File: src/rtl/inst_fetch.sv
// Instruction fetch stage: holds the PC, issues one read per instruction and presents the word to decode.
// Optional misaligned next-PC trap is enabled by defining IFU_MISALIGN_CHECK_EN.
module inst_fetch #(
  parameter logic [31:0] RESET_PC = 32'h8000_0000
) (
  input  logic        clk,
  input  logic        rst_n,
  output logic        req_valid,
  input  logic        req_ready,
  output logic [31:0] req_addr,
  input  logic        rsp_valid,
  input  logic [31:0] rsp_data,
  output logic        inst_valid,
  input  logic        inst_ready,
  output logic [31:0] inst,
  output logic [31:0] pc,
  input  logic [31:0] next_pc,
  output logic [31:0] fetch_cnt,
  output logic        fetch_err
);

`ifdef IFU_MISALIGN_CHECK_EN
  typedef enum logic [1:0] {REQ = 2'd0, WAIT = 2'd1, HOLD = 2'd2, ERR = 2'd3} state_t;
`else
  typedef enum logic [1:0] {REQ = 2'd0, WAIT = 2'd1, HOLD = 2'd2} state_t;
`endif

  state_t      state_r;
  logic [31:0] pc_r;
  logic [31:0] inst_r;
  logic [31:0] cnt_r;
  logic        req_valid_r;
  logic        inst_valid_r;

`ifdef IFU_MISALIGN_CHECK_EN
  logic        err_r;
  logic        misaligned_s;

  assign misaligned_s = (next_pc[1:0] != 2'b00);
`endif

  // Fetch FSM; valids are registered alongside the state so outputs never glitch.
  always_ff @(posedge clk or negedge rst_n) begin
    if (!rst_n) begin
      state_r      <= REQ;
      pc_r         <= RESET_PC;
      inst_r       <= 32'h0000_0013;
      cnt_r        <= 32'd0;
      req_valid_r  <= 1'b1;
      inst_valid_r <= 1'b0;
`ifdef IFU_MISALIGN_CHECK_EN
      err_r        <= 1'b0;
`endif
    end else begin
      case (state_r)
        REQ: begin
          if (req_ready) begin
            state_r     <= WAIT;
            req_valid_r <= 1'b0;
          end
        end
        WAIT: begin
          if (rsp_valid) begin
            inst_r       <= rsp_data;
            inst_valid_r <= 1'b1;
            state_r      <= HOLD;
          end
        end
        HOLD: begin
          if (inst_ready) begin
            pc_r         <= next_pc;
            cnt_r        <= cnt_r + 32'd1;
            inst_valid_r <= 1'b0;
`ifdef IFU_MISALIGN_CHECK_EN
            // The misaligned PC is committed so it can be inspected, but never fetched.
            if (misaligned_s) begin
              state_r <= ERR;
              err_r   <= 1'b1;
            end else begin
              state_r     <= REQ;
              req_valid_r <= 1'b1;
            end
`else
            state_r     <= REQ;
            req_valid_r <= 1'b1;
`endif
          end
        end
`ifdef IFU_MISALIGN_CHECK_EN
        ERR: begin
          state_r <= ERR;
        end
`endif
        default: begin
          state_r      <= REQ;
          req_valid_r  <= 1'b1;
          inst_valid_r <= 1'b0;
        end
      endcase
    end
  end

  assign req_valid  = req_valid_r;
  assign req_addr   = pc_r;
  assign inst_valid = inst_valid_r;
  assign inst       = inst_r;
  assign pc         = pc_r;
  assign fetch_cnt  = cnt_r;
`ifdef IFU_MISALIGN_CHECK_EN
  assign fetch_err  = err_r;
`else
  assign fetch_err  = 1'b0;
`endif

endmodule

File: config.mk
export PLATFORM = sky130hd
export DESIGN_NAME = inst_fetch
export DESIGN_NICKNAME = d
export VERILOG_FILES = /design/src/rtl/inst_fetch.sv
export SDC_FILE = /design/constraint.sdc
export NUM_CORES = 1
export LEC_CHECK = 0
export ABC_AREA = 1
export BUFFER_PORTS_ARGS = -buffer_cell sky130_fd_sc_hd__buf_2
export CORE_MARGIN = 2
export CORE_UTILIZATION = 40
export DETAILED_ROUTE_END_ITERATION = 8
export GPL_TIMING_DRIVEN = 0
export PLACE_DENSITY = 0.71
export SLEW_MARGIN = 20
export SYNTH_ARGS = -nofsm -noshare
export SYNTH_HDL_FRONTEND = slang
export SYNTH_SLANG_ARGS = --single-unit
File: constraint.sdc
create_clock -name clk -period 1.3 [get_ports clk]
set_input_delay 0.13 -clock clk [delete_from_list [all_inputs] [get_ports clk]]
set_output_delay 0.13 -clock clk [all_outputs]
set_load 0.02 [all_outputs]
==> results.cfg, run 1 <==
[status]
status = finished, violations left
failed_checks = negative setup slack

[place]
place_inst = 897
port_buffers = 198
gp_congestion = 0.930
place_hpwl_mm = 9.15

[critical_path]
cp_data_required_time_ns = 1.55
r2r_start = state_r[0]$_DFFE_PN0P_
cp_slowest_stage_delay_ns = 0.39
crit_type = reg -> reg
path_delay_family = buffers and inverters
startpoint_type = flip-flop
cp_max_fo = 10
worstPathArrival_ns = 1.76
critPathCaptureType = flip-flop
crit_path_top_delay_cell = dfrtp_1
startpoint = state_r[0]$_DFFE_PN0P_
crit_chain = inv_2 -> nand3_4 -> buf_4 -> buf_6 -> nor3_1 -> xor2_1
worst-path-buf-inv = 3

[floorplanning]
row_count = 39
io_pins = 200
die_x_um = 112
die_area_um2 = 12500
start_util_pct = 40.9
fp.dieH_um = 112
core_area_um2 = 11400

[synthesis]
synth_cell_type_count = 27
synth-xor-area-share_pct = 3.77
synth_compound_area_share_pct = 0.484
synth_top_family_by_area = simple AND/OR/NAND/NOR gates
ys_warn_count = 0
ys_ff_latch = 100
netlist_instances = 555
synthAdderAreaFrac_pct = 0.269
syn_nets = 625
syn_avg_cell_area_um2 = 8.38
netlist_area_um2 = 4650
synth-simple-area-share_pct = 31.8
synth_mux_area_share_pct = 0
ys_seq_area_share_pct = 53.9

[final_layout]
fin_cells = 1016
antenna_cells = 0
drive_above_1_share_pct = 45.2
final_nets = 938
area.growth.synth_to_final_pct = 59.0

[clock_network]
cts_tree = done
clk-insertion-delay-late_ns = 0.34
cts_buffer_depth = 2
path_clk_slew_ns = 0.07
root_buffer = clkbuf_16
cts.sinks = 100
numCtsBuffers = 9
htreeDepth = 3

[pwr]
ir_drop_mv = 1.16
powerDensity_nw_per_um2 = 1910
power_uw = 14100
p_leak_uw = 0.00411

[timing]
hold_viol = 0
whs_ns = 0.00526
setup_ws_ns = -0.215
setup_violations = 61
fin_crit_sh_pct = 117
rsz0062_at_grt = true
drv_slew = 0
finalSetupTns_ns = -2.45
fmax_ghz = 0.660
skew_ns = 0.00853
period_needed_ns = 1.52

[global_route]
antenna_found_initial = 0
grt_start_max_net_pins = 60
grt_first_pass_wirelength_mm = 22.4
grtUsageTotal_pct = 21.8
grt_pass1_vias = 4752
overflow = 0

[drt]
antenna_left = 0
dr.pass1.iters = 5
vias = 4741
drt_wl_total_mm = 13.9
wire_per_inst_um = 13.6
drt_iter0_drc = 208
viasPerCell = 4.67
drc = 0

[hold_path]
hp-start = rsp_data[4]
hp-class = in -> reg

[flow_run]
maxCapViolations = 0
[kinds of logic (layout without fill, tap and decap cells)]
kind of cell	count (synthesis)	in the layout
DFF	100	100
AOI/OAI and AO/OA	3	3
other	1	1
adders and majority gates	1	1
buffers and inverters	80	398
xor gates and xnor gates	20	20
and+or+nand+nor	350	350
[layout by cell type (no fill, tap or decap), types with 4 or more instances in the layout]
cell type	instances
nand3_1	13
inv_2	4
dfstp_2	5
dfrtp_1	71
buf_6	9
inv_1	27
xor2_1	8
buf_4	83
nand2_1	257
clkbuf_16	9
nor3_1	4
xnor2_1	10
nand2_4	4
nor2_1	12
dlygate4sd3_1	58
nor2_2	13
nand3b_1	5
dfrtp_2	24
nand4_1	9
nand2_2	9
buf_2	196
nor2_4	14
[path summary, 6_finish.rpt]
path	endpoint	slack, ns	cells after the start
hold / removal	inst[4]$_DFFE_PN1P_	0.005	3
setup / recovery	fetch_cnt[5]$_DFFE_PN0P_	-0.22	6
setup reg to reg	fetch_cnt[5]$_DFFE_PN0P_	-0.22	6
min in group asynchronous	inst[10]$_DFFE_PN0P_	0.26	2
hold reg to reg	inst[4]$_DFFE_PN1P_	0.46	2
max in group asynchronous	pc[31]$_DFFE_PN1P_	0.36	3
[sequential cells by signal (all words and copies together), names as in the netlist]
register / count
fetch_cnt: 32
inst: 32
inst_valid: 1
pc: 32
req_valid: 1
state_r: 2
[metal layers]
layer,routed length [µm],GRT usage (%)
met1,5610,27.0
met2,7070,38.2
met3,844,4.57
met4,332,7.00
met5,0,0
[cells in the mapped netlist]
cell type  number  area [µm²]
dfstp_2         5         131
nand2_1       269        1010
nor3_2          1        10.0
nand3b_1        5        37.5
xnor2_1        12         105
nor3_1          6        30.0
xor2_1          8        70.1
buf_4          33         248
conb_1          1        3.75
a32o_1          1        10.0
nand2_2         1        6.26
nand4_1         9        56.3
o21bai_1        1        7.51
nand3_1        14        70.1
nor2_4          5        56.3
o21ai_0         1        5.00
nor2_1         29         109
buf_6           1        11.3
inv_2           4        15.0
nand3_2         4        40.0
buf_2          13        65.1
inv_1          29         109
nor2_2          5        31.3
nor3b_1         1        7.51
nand3_4         1        17.5
ha_1            1        12.5
dfrtp_1        95        2380
[worst register-to-register path: cells and delay by family, from the launching register on]
family | cells | cell delay, ns
xor gates and xnor gates | 1 | 0.21
and+or+nand+nor | 2 | 0.40
DFF | 1 | 0.39
buffers and inverters | 3 | 0.42
[metrics by stage]
stage,util [%],setup slack (ns),instance area [µm²]
after floorplan,-,-0.0727,4700
after global placement,51.6,-1.09,5870
after detailed placement,51.9,-0.207,5910
after CTS,62.5,-0.110,7100
after global routing,65.1,-0.315,7400
final,65.1,-0.215,7400
[timing repair]
action,CTS,global route
setup endpoints to repair,85,88
cloned,0,0
setup buffers,23,23
hold endpoints to repair,97,0
pin swaps,12,15
resized for setup,43,41
hold buffers,58,0
[final cells by class]
| class | instances | area [µm²] |
|---|---|---|
| fill | 892 | 3970 |
| sequential | 100 | 2540 |
| timing repair buffer | 302 | 1950 |
| multi-input combinational | 375 | 1900 |
| buffer | 47 | 383 |
| clock buffer | 11 | 253 |
| tap | 143 | 179 |
| inverter | 33 | 129 |
| clock inverter | 5 | 60.1 |
[power by group]
group          switching, µW  total (µW)  internal, µW
logic                   3750        6350          2600
clock network           1190        2790          1600
registers                777        4980          4210
total                   5720       14100          8410
No activity file was read; power rests on OpenSTA's default activity.
==> run 2: changes to the inputs <==
- RECOVER_POWER: unset -> 100
==> run 2 against run 1 <==
The flow still finishes with violations (negative setup slack). Global-route usage stayed put. Total power is 1.1% lower. Clock skew is 0.00090 ns lower.
==> results.cfg, run 2 (synthesis results as in run 1) <==
[pwr]
ir_drop_mv = 1.15
power_uw = 14000
powerDensity_nw_per_um2 = 1900
p_leak_uw = 0.00397

[global_route]
grt_first_pass_wirelength_mm = 22.4
grt_start_max_net_pins = 60
antenna_found_initial = 0
grtUsageTotal_pct = 21.8
overflow = 0
grt_pass1_vias = 4752

[final_layout]
final_common_cell = nand2_1
layout_common_cells = nand2_1, buf_2, buf_4, dfrtp_1, dlygate4sd3_1
final_nets = 938
antenna_cells = 0
drive_above_1_share_pct = 40.7
area.growth.synth_to_final_pct = 57.7
fin_cells = 1016

[critical_path]
crit_type = reg -> reg
r2r_slack_ns = -0.21
startpoint_type = flip-flop
cp_data_required_time_ns = 1.55
cp_max_fo = 10
worstPathArrival_ns = 1.76
critPathCaptureType = flip-flop

[floorplanning]
die_area_um2 = 12500
core_area_um2 = 11400
fp.dieH_um = 112
row_count = 39
start_util_pct = 40.9
die_x_um = 112
io_pins = 200

[timing]
whs_ns = 0.00683
setup_ws_ns = -0.212
setup_violations = 60
period_needed_ns = 1.51
drv_slew = 0
finalSetupTns_ns = -2.35
hold_viol = 0
fin_crit_sh_pct = 116
skew_ns = 0.00764
rsz0062_at_grt = true
worstMarginPinSlew_ns = 0.597
fmax_ghz = 0.662
slew_headroom_pct = 60.2

[clock_network]
path_clk_slew_ns = 0.07
clk-insertion-delay-late_ns = 0.34
root_buffer = clkbuf_16
cts_tree = done
numCtsBuffers = 9
cts.sinks = 100
htreeDepth = 3
cts_buffer_depth = 2

[drt]
drc = 0
wire_per_inst_um = 13.6
viasPerCell = 4.65
drt_wl_total_mm = 13.8
antenna_left = 0
vias = 4723
drt_iter0_drc = 227
dr.pass1.iters = 4

[flow_run]
maxCapViolations = 0

[status]
status = finished, violations left
failed_checks = negative setup slack

[place]
gp_congestion = 0.930
port_buffers = 198
place_inst = 897
place_hpwl_mm = 9.15

[hold_path]
hp-class = in -> reg
==> run 2: cell count changes in the layout (fill, tap and decap cells not counted) <==
cell      change
buf_6         -1
buf_12        +1
buf_16        -1
clkbuf_1     +40
clkbuf_4      +1
buf_2        -40
==> run 2: worst max-delay path, cell delays in order (launching register included) <==
cell and delay, ns:
dfrtp_1 0.39, inv_2 0.10, nand3_4 0.14, buf_4 0.18
buf_6 0.14, nor3_1 0.26, xor2_1 0.21
==> run 2: final timing paths <==
kind / from / to / cells past startpoint
max: state_r[0]$_DFFE_PN0P_ / fetch_cnt[5]$_DFFE_PN0P_ / 6
min: rsp_data[4] / inst[4]$_DFFE_PN1P_ / 3
max reg2reg: state_r[0]$_DFFE_PN0P_ / fetch_cnt[5]$_DFFE_PN0P_ / 6
min reg2reg: inst[4]$_DFFE_PN1P_ / inst[4]$_DFFE_PN1P_ / 2
max in group asynchronous: rst_n / pc[31]$_DFFE_PN1P_ / 3
min in group asynchronous: rst_n / inst[10]$_DFFE_PN0P_ / 2
==> run 2: area by class of cell <==
class                      count  area [µm²]
clock buffer                  11         253
sequential                   100        2540
tap                          143         179
timing repair buffer         302        1890
buffer                        47         383
clock inverter                 5        60.1
multi-input combinational    375        1900
fill                         919        4030
inverter                      33         129
==> run 2: through the flow <==
stage | utilization, % | area [µm²] | setup WS, ns
floorplan | - | 4700 | -0.0727
global placement | 51.6 | 5870 | -1.09
detailed placement | 51.9 | 5910 | -0.207
CTS | 62.5 | 7100 | -0.110
global route | 64.5 | 7340 | -0.315
finish | 64.5 | 7340 | -0.212
==> run 2: timing repair <==
action / in CTS / in global routing
resized for setup: 43 / 41
pin swaps: 12 / 15
buffers inserted: 23 / 23
setup endpoints to repair: 85 / 88
hold buffers: 58 / 0
endpoints found under the hold margin: 97 / 0
==> run 2: report_power, final <==
| part | switching [µW] | total [µW] | internal, µW |
|---|---|---|---|
| Sequential | 788 | 4990 | 4210 |
| Clock | 1180 | 2790 | 1600 |
| Combinational | 3750 | 6180 | 2440 |
==> run 2: routing by layer <==
| metal | global-route usage, % | share of wire, % |
|---|---|---|
| met2 | 38.2 | 51 |
| met5 | 0 | 0 |
| met4 | 7.00 | 2.5 |
| met3 | 4.57 | 5.9 |
| met1 | 27.0 | 40 |
==> run 3: changes to the inputs <==
- GPL_TIMING_DRIVEN: 0 -> unset
==> run 3 against run 2 <==
The run still ends with negative setup slack left. Non-clock buffer count decreased by 19. Die area did not move. Final cell count decreased by 1.7%. Setup slack improved by 0.061 ns. Final area is 2.0% lower. Clock power hardly changed. Critical path depth increased by 3. Sequential share of layout area rose by 0.54 points. Clock skew shrank 0.00097 ns. Critical endpoint is now fetch_cnt[23]$_DFFE_PN0P_. Largest cell class unchanged. Largest power group unchanged. Highest routed layer unchanged.
==> results.cfg, run 3 (synthesis results as in run 1) <==
[status]
status = finished, violations left
failed_checks = negative setup slack

[clock_network]
path_clk_slew_ns = 0.07
numCtsBuffers = 9
root_buffer = clkbuf_16
htreeDepth = 3
cts_tree = done
clk-insertion-delay-late_ns = 0.34
cts.sinks = 100
cts_buffer_depth = 2

[timing]
hold_viol = 0
rsz0062_at_grt = true
drv_slew = 0
period_needed_ns = 1.45
fmax_ghz = 0.689
setup_ws_ns = -0.150
skew_ns = 0.00666
whs_ns = 0.0106
fin_crit_sh_pct = 112
setup_violations = 58

[hold_path]
hp-class = in -> reg
whs_endpoint = inst[7]$_DFFE_PN0P_
min_path_cells = 3
hp-start = rsp_data[7]

[critical_path]
regToRegEndpoint = fetch_cnt[23]$_DFFE_PN0P_
startpoint_type = flip-flop
cp_data_required_time_ns = 1.53
cp_max_fo = 7
critPathCaptureType = flip-flop
r2r_slack_ns = -0.15
r2r_start = state_r[0]$_DFFE_PN0P_
ff2ff_path_depth = 9
crit_type = reg -> reg
worstPathArrival_ns = 1.68

[global_route]
grt_first_pass_wirelength_mm = 22.6
overflow = 0
grtUsageTotal_pct = 22.4
grt_start_max_net_pins = 41
antenna_found_initial = 1
grt_pass1_vias = 4731

[floorplanning]
die_x_um = 112
start_util_pct = 40.9
die_area_um2 = 12500
fp.dieH_um = 112
io_pins = 200
row_count = 39
core_area_um2 = 11400

[final_layout]
final_util_pct = 63.3
area.growth.synth_to_final_pct = 54.6
final_common_cell = nand2_1
seqCellArea_um2 = 2530
fill_cells = 985
layout_common_cells = nand2_1, clkbuf_1, buf_2, dfrtp_1, dlygate4sd3_1
final_area_um2 = 7190
multi_input_comb_area_um2 = 1910
final_nets = 920
drive_above_1_share_pct = 31.3

[pwr]
p_leak_uw = 0.00369
ir_drop_mv = 1.22
powerDensity_nw_per_um2 = 1850
power_uw = 13300

[place]
gp_congestion = 0.869
pre_cts_ws_ns = -0.226
port_buffers = 198
place_hpwl_mm = 9.26
dpl_cell_area_um2 = 6020

[drt]
drt_wl_total_mm = 14.2
drt_iter0_drc = 198
wire_per_inst_um = 14.3
vias = 4667
drc = 0
dr.pass1.iters = 4
viasPerCell = 4.67
antenna_left = 0

[flow_run]
maxCapViolations = 0
run 3: layout make-up:
cell class              count  area share (%)
flip-flops and latches    100            35.1
repair buffers            330            29.4
multi-input cells         375            26.6
clock buffers              12            3.57
well taps                 143            2.49
inverters                  33            1.93
clock inverters             4           0.678
repair inverters            1           0.122
diodes                      1          0.0348
run 3: how the worst max path moves through the flow:
stage	from	to	slack, ns	depth (start not counted)
final	state_r[0]$_DFFE_PN0P_	fetch_cnt[23]$_DFFE_PN0P_	-0.15	9
after global routing	state_r[0]$_DFFE_PN0P_	fetch_cnt[23]$_DFFE_PN0P_	-0.25	9
after CTS	state_r[0]$_DFFE_PN0P_	fetch_cnt[23]$_DFFE_PN0P_	-0.14	9
after detailed placement	state_r[0]$_DFFE_PN0P_	inst[2]$_DFFE_PN0P_	-0.23	8
after global placement	state_r[0]$_DFFE_PN0P_	inst[25]$_DFFE_PN0P_	-0.11	8
after floorplan	fetch_cnt[0]$_DFFE_PN0P_	fetch_cnt[22]$_DFFE_PN0P_	-0.07	7
run 3: layer usage:
| layer | GRT usage (%) | routed length, µm | up-vias | part of all wire [%] |
|---|---|---|---|---|
| met5 | 0 | 0 | - | 0 |
| met4 | 9.55 | 355 | 0 | 2.5 |
| met3 | 4.30 | 774 | 30 | 5.4 |
| met2 | 38.3 | 7280 | 175 | 51 |
| met1 | 27.6 | 5830 | 2208 | 41 |
| li1 | - | - | 2254 | - |
run 3: timing repair:
action / 4_1_cts / 5_1_grt
gates resized for setup: 47 / 23
pin swaps: 1 / 6
endpoints found under the hold margin: 154 / 0
buffers inserted: 5 / 9
hold buffers: 59 / 0
gates cloned: 0 / 3
endpoints found under the setup margin: 92 / 97
run 3: critical path, cell delays in order, from the launching register on:
cell     delay [ns]
dfrtp_1        0.40
inv_2          0.09
nand3_4        0.15
buf_6          0.17
nor2_4         0.12
nand3_4        0.11
nor2_4         0.12
nand2_1        0.07
nand2_1        0.05
nand2_1        0.06
run 3: through the flow:
step | setup TNS, ns | std cells
after floorplan | -0.305 | 555
after global placement | -4.00 | 906
after detailed placement | -9.90 | 906
after CTS | -3.86 | 986
after global routing | -13.44 | 999
final | -5.31 | 999
run 3: power breakdown:
group          switching [µW]  internal, µW
logic                    3750          1790
registers                 773          4200
clock network            1160          1600
